<file path="src/rtl/md5_bf_sched_if.sv">
// Host and worker-bank signals of the md5_bf work scheduler, bundled for port use.
// master = scheduler side, slave = host plus the md5_bf cores.
interface md5_bf_sched_if #(
    parameter int N_WORKERS = 4
);
    logic                    start;
    logic [127:0]            hash;
    logic                    busy;
    logic                    done;
    logic                    found;
    logic [31:0]             pass;
    logic [N_WORKERS-1:0]    w_rst_n;
    logic [N_WORKERS-1:0]    w_start;
    logic [32*N_WORKERS-1:0] w_low;
    logic [32*N_WORKERS-1:0] w_high;
    logic [127:0]            w_hash;
    logic [N_WORKERS-1:0]    w_done;
    logic [N_WORKERS-1:0]    w_found;
    logic [32*N_WORKERS-1:0] w_pass;

    modport master (
        input  start, hash, w_done, w_found, w_pass,
        output busy, done, found, pass, w_rst_n, w_start, w_low, w_high, w_hash
    );
    modport slave (
        output start, hash, w_done, w_found, w_pass,
        input  busy, done, found, pass, w_rst_n, w_start, w_low, w_high, w_hash
    );
endinterface

</file>
<file path="src/rtl/md5_bf_sched.sv">
// Deals CHUNK-sized slices of [RANGE_LO, RANGE_HI] to idle md5_bf cores, stops the bank on first match.
// Latency: start -> first w_start 3 cycles; w_found -> done 1 cycle.
// Backpressure: none; slices wait for an idle core, start is ignored while a search runs.
module md5_bf_sched #(
    parameter int          N_WORKERS = 4,
    parameter logic [31:0] CHUNK     = 32'h00100000,
    parameter logic [31:0] RANGE_LO  = 32'h00000000,
    parameter logic [31:0] RANGE_HI  = 32'h99999999
) (
    input  logic           clk,
    input  logic           reset_n,
    md5_bf_sched_if.master bus
);
    typedef enum logic [1:0] {S_IDLE, S_RUN, S_DONE} top_state_t;
    typedef enum logic [1:0] {W_IDLE, W_RST, W_START, W_RUN} wrk_state_t;

    top_state_t              state_q, state_d;
    wrk_state_t              wst_q [N_WORKERS];
    wrk_state_t              wst_d [N_WORKERS];
    logic [31:0]             next_q, next_d;
    logic                    exh_q, exh_d;
    logic [127:0]            hash_q, hash_d;
    logic                    found_q, found_d;
    logic [31:0]             pass_q, pass_d;
    logic [32*N_WORKERS-1:0] low_q, low_d, high_q, high_d;
    logic [32:0]             sum, hi_cand;
    logic [31:0]             slice_hi;
    logic                    all_idle, disp_done;

    always_comb begin
        // 33-bit arithmetic so a slice running past 2^32 clamps instead of wrapping
        sum      = {1'b0, next_q} + {1'b0, CHUNK};
        hi_cand  = sum - 33'd1;
        slice_hi = (sum[32] || (hi_cand > {1'b0, RANGE_HI})) ? RANGE_HI : hi_cand[31:0];

        state_d   = state_q;
        next_d    = next_q;
        exh_d     = exh_q;
        hash_d    = hash_q;
        found_d   = found_q;
        pass_d    = pass_q;
        low_d     = low_q;
        high_d    = high_q;
        disp_done = 1'b0;
        all_idle  = 1'b1;
        for (int i = 0; i < N_WORKERS; i++) begin
            wst_d[i] = wst_q[i];
            if (wst_q[i] != W_IDLE) all_idle = 1'b0;
        end

        case (state_q)
            S_IDLE, S_DONE: begin
                if (bus.start) begin
                    state_d = S_RUN;
                    hash_d  = bus.hash;
                    next_d  = RANGE_LO;
                    exh_d   = (RANGE_LO > RANGE_HI);
                    found_d = 1'b0;
                    pass_d  = 32'h0;
                end
            end
            S_RUN: begin
                for (int i = 0; i < N_WORKERS; i++) begin
                    case (wst_q[i])
                        W_RST:   wst_d[i] = W_START;
                        W_START: wst_d[i] = W_RUN;
                        W_RUN:   if (bus.w_done[i]) wst_d[i] = W_IDLE;
                        default: begin
                            if (!disp_done && !exh_q) begin
                                wst_d[i]             = W_RST;
                                low_d[32*i +: 32]    = next_q;
                                high_d[32*i +: 32]   = slice_hi;
                                next_d               = sum[31:0];
                                exh_d                = sum[32] || (sum[31:0] > RANGE_HI);
                                disp_done            = 1'b1;
                            end
                        end
                    endcase
                end
                // a match outranks any done or dispatch in the same cycle
                if (|bus.w_found) begin
                    state_d = S_DONE;
                    found_d = 1'b1;
                    for (int i = N_WORKERS - 1; i >= 0; i--) begin
                        if (bus.w_found[i]) pass_d = bus.w_pass[32*i +: 32];
                    end
                    for (int i = 0; i < N_WORKERS; i++) wst_d[i] = W_IDLE;
                end else if (exh_q && all_idle) begin
                    state_d = S_DONE;
                end
            end
            default: state_d = S_IDLE;
        endcase
    end

    always_ff @(posedge clk or negedge reset_n) begin
        if (!reset_n) begin
            state_q <= S_IDLE;
            next_q  <= RANGE_LO;
            exh_q   <= 1'b0;
            hash_q  <= '0;
            found_q <= 1'b0;
            pass_q  <= '0;
            low_q   <= '0;
            high_q  <= '0;
            for (int i = 0; i < N_WORKERS; i++) wst_q[i] <= W_IDLE;
        end else begin
            state_q <= state_d;
            next_q  <= next_d;
            exh_q   <= exh_d;
            hash_q  <= hash_d;
            found_q <= found_d;
            pass_q  <= pass_d;
            low_q   <= low_d;
            high_q  <= high_d;
            for (int i = 0; i < N_WORKERS; i++) wst_q[i] <= wst_d[i];
        end
    end

    always_comb begin
        bus.busy   = (state_q == S_RUN);
        bus.done   = (state_q == S_DONE);
        bus.found  = found_q;
        bus.pass   = pass_q;
        bus.w_hash = hash_q;
        bus.w_low  = low_q;
        bus.w_high = high_q;
        bus.w_rst_n = '0;
        bus.w_start = '0;
        for (int i = 0; i < N_WORKERS; i++) begin
            bus.w_rst_n[i] = (state_q == S_RUN) && ((wst_q[i] == W_START) || (wst_q[i] == W_RUN));
            bus.w_start[i] = (wst_q[i] == W_START);
        end
    end
endmodule
</file>
<file path="src/flat_wrapper.sv">
// flat-port wrapper written by rule: the top's interface ports become plain ports
module md5_bf_sched_flat 
#(
    parameter int          N_WORKERS = 4,
    parameter logic [31:0] CHUNK     = 32'h00100000,
    parameter logic [31:0] RANGE_LO  = 32'h00000000,
    parameter logic [31:0] RANGE_HI  = 32'h99999999
)
  (clk, reset_n, bus_start, bus_hash, bus_w_done, bus_w_found, bus_w_pass, bus_busy, bus_done, bus_found, bus_pass, bus_w_rst_n, bus_w_start, bus_w_low, bus_w_high, bus_w_hash);
  md5_bf_sched_if #(.N_WORKERS(N_WORKERS)) bus_i ();
  input  logic clk;
  input  logic reset_n;
  input wire logic [$bits(bus_i.start)-1:0] bus_start;
  input wire logic [$bits(bus_i.hash)-1:0] bus_hash;
  input wire logic [$bits(bus_i.w_done)-1:0] bus_w_done;
  input wire logic [$bits(bus_i.w_found)-1:0] bus_w_found;
  input wire logic [$bits(bus_i.w_pass)-1:0] bus_w_pass;
  output wire logic [$bits(bus_i.busy)-1:0] bus_busy;
  output wire logic [$bits(bus_i.done)-1:0] bus_done;
  output wire logic [$bits(bus_i.found)-1:0] bus_found;
  output wire logic [$bits(bus_i.pass)-1:0] bus_pass;
  output wire logic [$bits(bus_i.w_rst_n)-1:0] bus_w_rst_n;
  output wire logic [$bits(bus_i.w_start)-1:0] bus_w_start;
  output wire logic [$bits(bus_i.w_low)-1:0] bus_w_low;
  output wire logic [$bits(bus_i.w_high)-1:0] bus_w_high;
  output wire logic [$bits(bus_i.w_hash)-1:0] bus_w_hash;
  assign bus_i.start = bus_start;
  assign bus_i.hash = bus_hash;
  assign bus_i.w_done = bus_w_done;
  assign bus_i.w_found = bus_w_found;
  assign bus_i.w_pass = bus_w_pass;
  assign bus_busy = bus_i.busy;
  assign bus_done = bus_i.done;
  assign bus_found = bus_i.found;
  assign bus_pass = bus_i.pass;
  assign bus_w_rst_n = bus_i.w_rst_n;
  assign bus_w_start = bus_i.w_start;
  assign bus_w_low = bus_i.w_low;
  assign bus_w_high = bus_i.w_high;
  assign bus_w_hash = bus_i.w_hash;
  md5_bf_sched #(.N_WORKERS(N_WORKERS), .CHUNK(CHUNK), .RANGE_LO(RANGE_LO), .RANGE_HI(RANGE_HI)) u_core (.clk(clk), .reset_n(reset_n), .bus(bus_i));
endmodule
</file>
<file path="config.mk">
export PLATFORM = sky130hd
export DESIGN_NAME = md5_bf_sched_flat
export DESIGN_NICKNAME = d
export VERILOG_FILES = /design/src/rtl/md5_bf_sched_if.sv /design/src/rtl/md5_bf_sched.sv /design/src/flat_wrapper.sv
export SDC_FILE = /design/constraint.sdc
export NUM_CORES = 1
export LEC_CHECK = 0
export CORE_AREA = 2 2 269 271
export DETAILED_ROUTE_END_ITERATION = 10
export DIE_AREA = 0 0 271 273
export SYNTH_ARGS = -nofsm -noshare
export SYNTH_HDL_FRONTEND = slang
export SYNTH_SLANG_ARGS = --single-unit
</file>
<file path="constraint.sdc">
create_clock -name clk -period 8.8 [get_ports clk]
set_input_delay 1.76 -clock clk [delete_from_list [all_inputs] [get_ports clk]]
set_output_delay 1.76 -clock clk [all_outputs]
set_load 0.02 [all_outputs]
</file>
==> flow_metrics.env <==
export IMPL_vias=13100
export IMPL_grt_overflow_total=0
export IMPL_placedCellCount=3101
export IMPL_dp_hpwl_microns=38900
export IMPL_postSynth_asyncResetShare_pct=100
export IMPL_synthCells=1701
export IMPL_gp_congestion=0.804
export IMPL_drt_vias_per_instance=4.14
export IMPL_initial_core_util_pct=20.7
export IMPL_cts_clk_slew_worst_paths_ns=0.06
export IMPL_cts_root_buffer="clkbuf_16"
export IMPL_yosysUniqueCellTypes=69
export IMPL_utilization_pct=31.2
export IMPL_fillers=7387
export IMPL_drt_pass1_iter_count=5
export IMPL_drtAntennaViolNets=0
export IMPL_clock_latency_ns=0.55
export IMPL_hp_start="u_core.bus.w_high[32]"
export IMPL_wl_per_cell_microns=17.1
export IMPL_drtIter0Drc=843
export IMPL_period_minus_slack_ns=4.44
export IMPL_cpMaxStageDelayCell="clkdlybuf4s50_1"
export IMPL_nets=2477
export IMPL_tns_ns=0
export IMPL_clock_path_buffers=3
export IMPL_synth_area_per_cell_sq_um=8.63
export IMPL_grt_pass1_vias=12800
export IMPL_synth_top_area_share_pct=49.8
export IMPL_cp_start_kind="flop"
export IMPL_globalRouteMet1Util_pct=17.2
export IMPL_maxCapViolations=0
export IMPL_fp_row_count=98
export IMPL_ff2ff_path_depth=9
export IMPL_report_final_hold_viol_count=0
export IMPL_met2_usage_pct=24.2
export IMPL_hold_end="u_core.bus.w_high[32]"
export IMPL_worst_hold_slack_ns=0.462
export IMPL_finalPower_mw=4.78
export IMPL_slew_viol_final=0
export IMPL_worstPathArrival_ns=2.68
export IMPL_crit_type="reg2out"
export IMPL_area_growth_pct=50.8
export IMPL_layout_setup_ws_ns=4.36
export IMPL_grt_max_degree=149
export IMPL_synthFlopType="dfrtp_1"
export IMPL_status="finished clean"
export IMPL_layout_drive_gt1_share_pct=4.96
export IMPL_numPortBuffers=613
export IMPL_cts_sinks=292
export IMPL_synth_edf_count=0
export IMPL_ir_worst_vdd_mv=0.127
export IMPL_synth_top_cell_by_area="dfrtp_1"
export IMPL_wl_microns=54100
export IMPL_reg2reg_from="u_core.next_q[20]"
export IMPL_ctsHoldBuffers=0
export IMPL_rrSetupSlack_ns=4.68
export IMPL_slew_headroom_pct=26.4
export IMPL_postCtsSetupBuffers=0
export IMPL_fmax_ghz=0.225
export IMPL_setup_viol=0
export IMPL_ys_seq_elements=292
export IMPL_hold_class="reg2reg"
export IMPL_cts_tree="built"
export IMPL_power_leakage_nw=9.97
export IMPL_busiest_layer="met2"
export IMPL_seq_area_sq_um=7310
export IMPL_cts_buffers=38
export IMPL_skew_ns=0.0198
export IMPL_critical_path_required_ns=7.04
export IMPL_endpoint_kind="output port"
export IMPL_die_width_microns=271
export IMPL_synth_warnings=0
export IMPL_placed_cell_area_sq_um=20900
export IMPL_dp_slack_ns=4.47
export IMPL_multiInputGateArea_sq_um=6070
export IMPL_ios=694
export IMPL_rsz0062_at_grt="no"
export IMPL_grt_pass1_wl_microns=80600
export IMPL_r2r_end="u_core.bus.w_high[52]"
export IMPL_synthTopCellsByArea="dfrtp_1 (50%), nand2_1 (15%), buf_4 (7.8%)"
export IMPL_netlist_area_sq_um=14700
export IMPL_drc_errors=0
export IMPL_synth_common_cells="nand2_1 (575), dfrtp_1 (292), buf_4 (152)"
export IMPL_coreArea_sq_um=71000
export IMPL_stdcell_count=3170
export IMPL_antenna_found_initial=3
export IMPL_finalCritPeriodShare_pct=50.5
export IMPL_path_cells="nand2b_1 > inv_1 > clkdlybuf4s50_1"
export IMPL_die_area_sq_um=74000
export IMPL_yosysMostFrequentCell="nand2_1"
export IMPL_track_usage_pct=14.0
export IMPL_cts_resized=0
export IMPL_cellPowerDensity_nw_per_um2=216
export IMPL_tightest_slew_ns=1.10
export IMPL_crit_fanout=13
export IMPL_die_h_microns=273
export IMPL_min_path_cells=1
export IMPL_slowest_delay_ns=0.77
export IMPL_use_met3_pct=3.73
export IMPL_stdcell_area_sq_um=22100
export IMPL_cts_max_level=2
export IMPL_yosysSeqAreaShare_pct=49.8
## power by group
group / leakage, nW / switching [mW] / internal [mW]
Sequential: 3.78 / 0.140 / 1.53
Clock: 0.621 / 0.634 / 0.943
Combinational: 5.57 / 0.849 / 0.687
Total: 9.97 / 1.62 / 3.16
## cells by family after synthesis
kind of cell / Yosys count / share of synthesized area, %
compound gates: 258 / 11.0
xor+xnor: 21 / 1.25
fa+ha+maj: 19 / 1.62
buf+inv: 272 / 11.1
flops: 292 / 49.8
mux: 36 / 2.47
other cells: 1 / 0.0255
simple gates: 802 / 22.7
## how the worst max path moves through the flow
stage	from	to	slack [ns]	cells after the start
final	u_core.state_q[0]	bus_busy	4.36	3
after global routing	u_core.state_q[0]	bus_busy	4.18	3
after CTS	u_core.state_q[0]	bus_busy	4.23	3
after detailed placement	bus_start	u_core.bus.w_hash[127]	4.47	6
after global placement	bus_start	u_core.bus.w_hash[2]	4.48	6
after floorplan	bus_w_found[2]	u_core.bus.pass[10]	5.53	7
## layout make-up
class	count	share of cell area, %
well taps	950	5.37
diodes	2	0.0226
inverters	14	0.237
clock buffers	54	5.02
flip-flops and latches	292	33.0
repair buffers	629	28.3
multi-input cells	1216	27.4
clock inverters	13	0.650
## placed cells by master (no fill, tap or decap), drive strengths merged, types with 19 or more instances in the layout
master	instances
a21oi	71
buf	20
clkbuf	54
clkdlybuf4s50	609
conb	80
dfrtp	292
ha	19
mux2i	34
nand2	576
nand3	47
nor2	98
o21ai	94
## registers in the layout, summed over array words and instances, names as in the netlist
name               cells
u_core.bus.w_high     60
u_core.wst_q           8
u_core.next_q         12
u_core.bus.pass       32
u_core.state_q         2
u_core.bus.w_hash    128
u_core.bus.found       1
u_core.exh_q           1
u_core.bus.w_low      48
## per-layer routing
metal | up-vias | wire (microns)
li1 | 6335 | -
met1 | 6227 | 22100
met2 | 467 | 27000
met3 | 77 | 3740
met4 | 2 | 1280
met5 | - | 14
## critical path, delay by kind of cell, from the launching register on
| family | cells | cell delay, ns |
|---|---|---|
| buffers and inverters | 2 | 1.28 |
| DFF | 1 | 0.45 |
| and+or+nand+nor | 1 | 0.42 |
No activity file was read; power rests on OpenSTA's default activity.
